===== config.mk =====
export PLATFORM = sky130hd
export DESIGN_NAME = button_conditioner
export DESIGN_NICKNAME = d
export VERILOG_FILES = /design/src/rtl/button_conditioner_pkg.sv /design/src/rtl/button_conditioner_tick_gen.sv /design/src/rtl/button_conditioner.sv
export SDC_FILE = /design/constraint.sdc
export NUM_CORES = 1
export LEC_CHECK = 0
export CORE_MARGIN = 1
export CORE_UTILIZATION = 40
export CTS_CLUSTER_DIAMETER = 120
export DETAILED_ROUTE_END_ITERATION = 10
export PLACE_DENSITY = 0.63
export REMOVE_ABC_BUFFERS = 1
export SLEW_MARGIN = 20
export SYNTH_ARGS = -nofsm -noshare
export SYNTH_HDL_FRONTEND = slang
export SYNTH_SLANG_ARGS = --single-unit

===== constraint.sdc =====
create_clock -name CLK100MHZ -period 2.7 [get_ports CLK100MHZ]
set_input_delay 0.405 -clock CLK100MHZ [delete_from_list [all_inputs] [get_ports CLK100MHZ]]
set_output_delay 0.405 -clock CLK100MHZ [all_outputs]
set_load 0.01 [all_outputs]

===== src/rtl/button_conditioner_pkg.sv =====
// Shared timing package: FSM state encoding, default 1 ms tick and button timing constants.
// Latency: n/a (types and constants only).
// Backpressure: n/a.
package button_conditioner_pkg;

    localparam int TICK_CLK_DIV_DEF    = 100000;
    localparam int DEBOUNCE_MS_DEF     = 20;
    localparam int REPEAT_DELAY_MS_DEF = 500;
    localparam int REPEAT_RATE_MS_DEF  = 100;

    // Wide enough for any delay up to 65 s of 1 ms ticks.
    localparam int CNT_W = 16;

    typedef enum logic [2:0] {
        IDLE,
        PRESS_WAIT,
        HELD_DELAY,
        HELD_REPEAT,
        RELEASE_WAIT
    } btn_state_t;

    function automatic logic [CNT_W-1:0] sat_inc(input logic [CNT_W-1:0] v);
        return (&v) ? v : v + 1'b1;
    endfunction

endpackage


===== src/rtl/button_conditioner_tick_gen.sv =====
// Free-running prescaler: one-cycle tick every CLK_DIV clocks (wraps CLK_DIV-1 -> 0).
// Latency: tick asserted in the cycle the count sits at CLK_DIV-1.
// Backpressure: none, free-running.
module tick_gen
    import button_conditioner_pkg::*;
#(
    parameter int CLK_DIV = TICK_CLK_DIV_DEF
) (
    input  logic clk,
    input  logic rst_n,
    output logic tick
);

    localparam int W = (CLK_DIV > 1) ? $clog2(CLK_DIV) : 1;
    localparam logic [W-1:0] LAST = W'(CLK_DIV - 1);

    logic [W-1:0] cnt;

    always_ff @(posedge clk or negedge rst_n) begin
        if (!rst_n) begin
            cnt <= '0;
        end else if (cnt == LAST) begin
            cnt <= '0;
        end else begin
            cnt <= cnt + 1'b1;
        end
    end

    assign tick = (cnt == LAST);

endmodule


===== src/rtl/button_conditioner.sv =====
// Push-button conditioner: sync, tick-based debounce, press/release/auto-repeat pulses (repeat under BUTTON_AUTOREPEAT_EN).
// Latency: press_pulse DEBOUNCE_MS..DEBOUNCE_MS+1 ticks plus 3 clocks after a clean edge; all outputs registered.
// Backpressure: none; pulses are single-cycle strobes with no handshake.
module button_conditioner
    import button_conditioner_pkg::*;
#(
    parameter int CLK_DIV         = TICK_CLK_DIV_DEF,
    parameter int DEBOUNCE_MS     = DEBOUNCE_MS_DEF,
    parameter int REPEAT_DELAY_MS = REPEAT_DELAY_MS_DEF,
    parameter int REPEAT_RATE_MS  = REPEAT_RATE_MS_DEF
) (
    input  logic CLK100MHZ,
    input  logic CPU_RESETN,
    input  logic btn_raw,
    output logic btn_level,
    output logic press_pulse,
    output logic release_pulse,
    output logic repeat_pulse,
    output logic step_pulse
);

    localparam logic [CNT_W-1:0] DEB_LIM = CNT_W'(DEBOUNCE_MS);

    logic [1:0]       sync_q;
    logic             btn_sync;
    logic             tick;
    btn_state_t       state, state_nxt;
    logic [CNT_W-1:0] deb_cnt, deb_nxt, deb_inc;
    logic             level_nxt;
    logic             press_nxt;
    logic             release_nxt;

    always_ff @(posedge CLK100MHZ or negedge CPU_RESETN) begin
        if (!CPU_RESETN) begin
            sync_q <= 2'b00;
        end else begin
            sync_q <= {sync_q[0], btn_raw};
        end
    end

    assign btn_sync = sync_q[1];

    tick_gen #(
        .CLK_DIV(CLK_DIV)
    ) u_tick_gen (
        .clk   (CLK100MHZ),
        .rst_n (CPU_RESETN),
        .tick  (tick)
    );

    assign deb_inc = sat_inc(deb_cnt);

`ifdef BUTTON_AUTOREPEAT_EN
    localparam logic [CNT_W-1:0] DELAY_LIM = CNT_W'(REPEAT_DELAY_MS);
    localparam logic [CNT_W-1:0] RATE_LIM  = CNT_W'(REPEAT_RATE_MS);

    // Hold count freezes while a release is being qualified so a short
    // release glitch only shifts the repeat cadence, never restarts it.
    logic [CNT_W-1:0] hold_cnt, hold_nxt, hold_inc;
    btn_state_t       ret_state, ret_nxt;
    logic             repeat_nxt;

    assign hold_inc = sat_inc(hold_cnt);
`endif

    always_comb begin
        state_nxt   = state;
        deb_nxt     = deb_cnt;
        level_nxt   = btn_level;
        press_nxt   = 1'b0;
        release_nxt = 1'b0;
`ifdef BUTTON_AUTOREPEAT_EN
        hold_nxt    = hold_cnt;
        ret_nxt     = ret_state;
        repeat_nxt  = 1'b0;
`endif
        case (state)
            IDLE: begin
                if (btn_sync) begin
                    state_nxt = PRESS_WAIT;
                    deb_nxt   = '0;
                end
            end
            PRESS_WAIT: begin
                if (!btn_sync) begin
                    state_nxt = IDLE;
                    deb_nxt   = '0;
                end else if (tick) begin
                    if (deb_inc >= DEB_LIM) begin
                        state_nxt = HELD_DELAY;
                        deb_nxt   = '0;
                        level_nxt = 1'b1;
                        press_nxt = 1'b1;
`ifdef BUTTON_AUTOREPEAT_EN
                        hold_nxt  = '0;
`endif
                    end else begin
                        deb_nxt = deb_inc;
                    end
                end
            end
            HELD_DELAY: begin
                if (!btn_sync) begin
                    state_nxt = RELEASE_WAIT;
                    deb_nxt   = '0;
`ifdef BUTTON_AUTOREPEAT_EN
                    ret_nxt   = HELD_DELAY;
                end else if (tick) begin
                    if (hold_inc >= DELAY_LIM) begin
                        state_nxt  = HELD_REPEAT;
                        hold_nxt   = '0;
                        repeat_nxt = 1'b1;
                    end else begin
                        hold_nxt = hold_inc;
                    end
`endif
                end
            end
`ifdef BUTTON_AUTOREPEAT_EN
            HELD_REPEAT: begin
                if (!btn_sync) begin
                    state_nxt = RELEASE_WAIT;
                    deb_nxt   = '0;
                    ret_nxt   = HELD_REPEAT;
                end else if (tick) begin
                    if (hold_inc >= RATE_LIM) begin
                        hold_nxt   = '0;
                        repeat_nxt = 1'b1;
                    end else begin
                        hold_nxt = hold_inc;
                    end
                end
            end
`endif
            RELEASE_WAIT: begin
                if (btn_sync) begin
`ifdef BUTTON_AUTOREPEAT_EN
                    state_nxt = ret_state;
`else
                    state_nxt = HELD_DELAY;
`endif
                    deb_nxt   = '0;
                end else if (tick) begin
                    if (deb_inc >= DEB_LIM) begin
                        state_nxt   = IDLE;
                        deb_nxt     = '0;
                        level_nxt   = 1'b0;
                        release_nxt = 1'b1;
                    end else begin
                        deb_nxt = deb_inc;
                    end
                end
            end
            default: begin
                state_nxt = IDLE;
                deb_nxt   = '0;
            end
        endcase
    end

    always_ff @(posedge CLK100MHZ or negedge CPU_RESETN) begin
        if (!CPU_RESETN) begin
            state         <= IDLE;
            deb_cnt       <= '0;
            btn_level     <= 1'b0;
            press_pulse   <= 1'b0;
            release_pulse <= 1'b0;
            step_pulse    <= 1'b0;
        end else begin
            state         <= state_nxt;
            deb_cnt       <= deb_nxt;
            btn_level     <= level_nxt;
            press_pulse   <= press_nxt;
            release_pulse <= release_nxt;
`ifdef BUTTON_AUTOREPEAT_EN
            step_pulse    <= press_nxt | repeat_nxt;
`else
            step_pulse    <= press_nxt;
`endif
        end
    end

`ifdef BUTTON_AUTOREPEAT_EN
    always_ff @(posedge CLK100MHZ or negedge CPU_RESETN) begin
        if (!CPU_RESETN) begin
            hold_cnt     <= '0;
            ret_state    <= HELD_DELAY;
            repeat_pulse <= 1'b0;
        end else begin
            hold_cnt     <= hold_nxt;
            ret_state    <= ret_nxt;
            repeat_pulse <= repeat_nxt;
        end
    end
`else
    assign repeat_pulse = 1'b0;
`endif

endmodule


==> metrics.md <==
| Metric | Value |
|---|---|
| Peak VDD IR | 0.000260 V |
| Final setup vio count | 0 |
| Area occupied by multi-input gates | 1040 µm² |
| Highest-count cells in the layout ignoring fill and taps | 41 x dfrtp_1, 24 x nor2_1, 18 x buf_4 |
| Die H | 74.8 µm |
| Largest net degree at the start of global routing | 42 |
| Critical-path cell list | or4b_1 -> or4b_4 -> or3_4 -> or3_4 -> a211o_1 |
| Crit path to | btn_level |
| Layout Cells excl Fill | 316 |
| Slack of the critical path | 83.8 ps |
| 1st-pass router iterations | 4 |
| Netlist cell types | 50 |
| PD cells | 455 nW/µm² |
| CP Depth | 5 |
| RR Endpoint | btn_level |
| Fillers | 492 |
| Post-route DRC | 0 |
| Crit path from | u_tick_gen.cnt[13] |
| WP data required | 2880 ps |
| Syn_area_per_cell | 9.64 µm² |
| CTS tree | yes |
| Clock root cell | clkbuf_8 |
| Syn. warnings | 0 |
| Commonest non-fill, non-tap cell in the layout | dfrtp_1 |
| CP endpoint kind | register |
| Initial core utilization | 0.415 |
| Gr usage total | 0.168 |
| DR vias | 1651 |
| Min cycle time layout | 2620 ps |
| Leakage | 1.07 nW |
| # IOs | 8 |
| Final #Nets | 250 |
| Max Cap Viol | 0 |
| CORE AREA | 5110 µm² |
| Final Skew | 7.13 ps |
| Worst Hold Class | in -> async |
| Number of synthesized flops with an enable pin | 0 |
| Storage cell area | 1030 µm² |
| Synth Register Bits | 41 |
| RSZ-0062 raised after global routing | no |
| Post-route design area | 2500 µm² |
| Antenna Diode Count | 0 |
| First-pass GRT wire length | 7000 µm |
| DP Cell Count | 308 |
| Clock Latency Late Sink | 290 ps |
| Die span in x | 74.8 µm |
| Initial antenna violation count | 0 |
| Setup_tns | 0 ps |
| Worst Setup Slack post-DPL | 103 ps |
| FFs w/ async S/R, synth | 1.00 |
| Crit path max-delay family | simple AND/OR/NAND/NOR gates |
| Fmax | 382 MHz |
| Clock sink total | 41 |
| Most frequent CP cell | or3_4 |
| Post-synthesis sequential area ratio | 0.484 |
| Postcts setup bufs | 0 |
| Cell area after technology mapping | 2120 µm² |
| Period Utilization, post-route | 0.969 |
| R2R cell count | 5 |
| Final Hold Fails | 0 |
| R2r startpoint | u_tick_gen.cnt[13] |
| Crit Path Max Fanout | 5 |
| Layout cells sized above 1 | 0.154 |
| Kind of critical path | reg -> reg |
| Worst stage delay on the critical path | 530 ps |
| Vias in the first global route | 1523 |
| Slew Limit Fails | 0 |
| Slowest cell on the critical path | or4b_4 |
| Worst-Margin Slew | 890 ps |
| Via density | 5.22 |
| WP buf/inv | 0 |
| CTS Buffer Depth | 2 |
| Area grow syn2layout | 18.1% |
| Synth Instances | 220 |
| Top_reg_cell synth | dfrtp_1 |
| Critical Path AT | 2800 ps |
| Status | complete, no violations |
| Num CTS Buffers | 5 |
| Final antenna-violating net count | 0 |
| Slew headroom | 0.407 |
| Die area | 5600 µm² |
| Placer Congestion | 0.827 |
| FF-to-FF setup slack | 80 ps |
| DRT iter0 DRCs | 97 |
| IO Port Bufs | 6 |
| Placement Cell Area | 2380 µm² |
| FP Rows | 26 |
| Overflow after GRT | 0 |
| Reg clk slew, reported paths | 80 ps |
| Half-perimeter wire length after placement | 2890 µm |
| DRT Wirelength | 4060 µm |
| Startpoint Class | register |
| H-tree depth | 2 |
| DR WL/cell | 12.8 µm |
-- layer usage --
metal	part of all wire	track usage	wire (µm)
met4	0.017	0.0692	70
met2	0.46	0.259	1850
met1	0.49	0.228	1990
met5	0	0	0
met3	0.036	0.0402	147
-- final cells by class --
| type | instances | share of cell area |
|---|---|---|
| Clock buffer | 6 | 0.0290 |
| Clock inverter | 2 | 0.0155 |
| Inverter | 8 | 0.0120 |
| Multi-Input combinational cell | 164 | 0.415 |
| Sequential cell | 41 | 0.410 |
| Tap cell | 70 | 0.0350 |
| Timing Repair Buffer | 25 | 0.0840 |
-- kinds of logic (layout without fill, tap and decap cells) --
| kind of cell | after synthesis | after routing | synth area share |
|---|---|---|---|
| fa+ha+maj | 2 | 2 | 0.0118 |
| buf+inv | 15 | 41 | 0.0313 |
| flops | 41 | 41 | 0.484 |
| xor+xnor | 17 | 17 | 0.0702 |
| compound gates | 36 | 36 | 0.116 |
| mux | 3 | 3 | 0.0147 |
| simple gates | 105 | 105 | 0.270 |
| other cells | 1 | 1 | 0.00177 |
-- worst min-delay path by stage --
stage,slack (ps),endpoint,cells past startpoint
floorplan,110,btn_level,0
global placement,330,sync_q[1],0
detailed placement,340,sync_q[1],0
CTS,270,u_tick_gen.cnt[5],1
global route,310,state[1],1
finish,230,state[2],1
-- metrics by stage --
| step | hold slack (ps) | power (mW) | utilization |
|---|---|---|---|
| final | 228 | 1.14 | 0.490 |
| after global routing | 310 | 1.18 | 0.490 |
| after CTS | 272 | 1.16 | 0.488 |
| after detailed placement | 340 | 0.664 | 0.466 |
| after global placement | 334 | 0.664 | 0.466 |
| after floorplan | 109 | 0.640 | - |
-- repair_timing --
item	4_1_cts	5_1_grt
endpoints found under the setup margin	0	6
resized for setup	0	2
hold buffers	0	0
-- power breakdown --
part           total (mW)  switching [mW]  internal, mW
combinational      0.0313          0.0219       0.00934
clock               0.489           0.212         0.277
sequential          0.619         0.00312         0.616
total                1.14           0.237         0.903
-- sequential cells by signal, indices dropped and copies added (netlist names) --
register and flops:
u_tick_gen.cnt 17, sync_q 2, release_pulse 1, step_pulse 1, state 3, btn_level 1, deb_cnt 16
-- cell usage after synthesis (2+ instances only) --
| library cell | instances | area (µm²) |
|---|---|---|
| o31ai_1 | 3 | 22.5 |
| nor4_1 | 5 | 31.3 |
| a31o_2 | 2 | 17.5 |
| xor2_1 | 10 | 87.6 |
| o21ai_0 | 9 | 45.0 |
| dfrtp_1 | 41 | 1030 |
| o21a_1 | 2 | 15.0 |
| buf_4 | 2 | 15.0 |
| o31a_1 | 2 | 17.5 |
| nand4_1 | 9 | 56.3 |
| nand2b_1 | 2 | 12.5 |
| xnor2_1 | 7 | 61.3 |
| ha_1 | 2 | 25.0 |
| o211ai_1 | 3 | 22.5 |
| and4_1 | 2 | 17.5 |
| nand3_1 | 14 | 70.1 |
| clkbuf_1 | 3 | 11.3 |
| or3_1 | 3 | 18.8 |
| nor3_1 | 8 | 40.0 |
| a21oi_1 | 6 | 30.0 |
| nand2_1 | 13 | 48.8 |
| nor2_1 | 24 | 90.1 |
| mux2i_1 | 2 | 20.0 |
| nor2b_1 | 12 | 75.1 |
| and3_1 | 2 | 12.5 |
| inv_1 | 8 | 30.0 |
(Power assumes the default switching activity.)
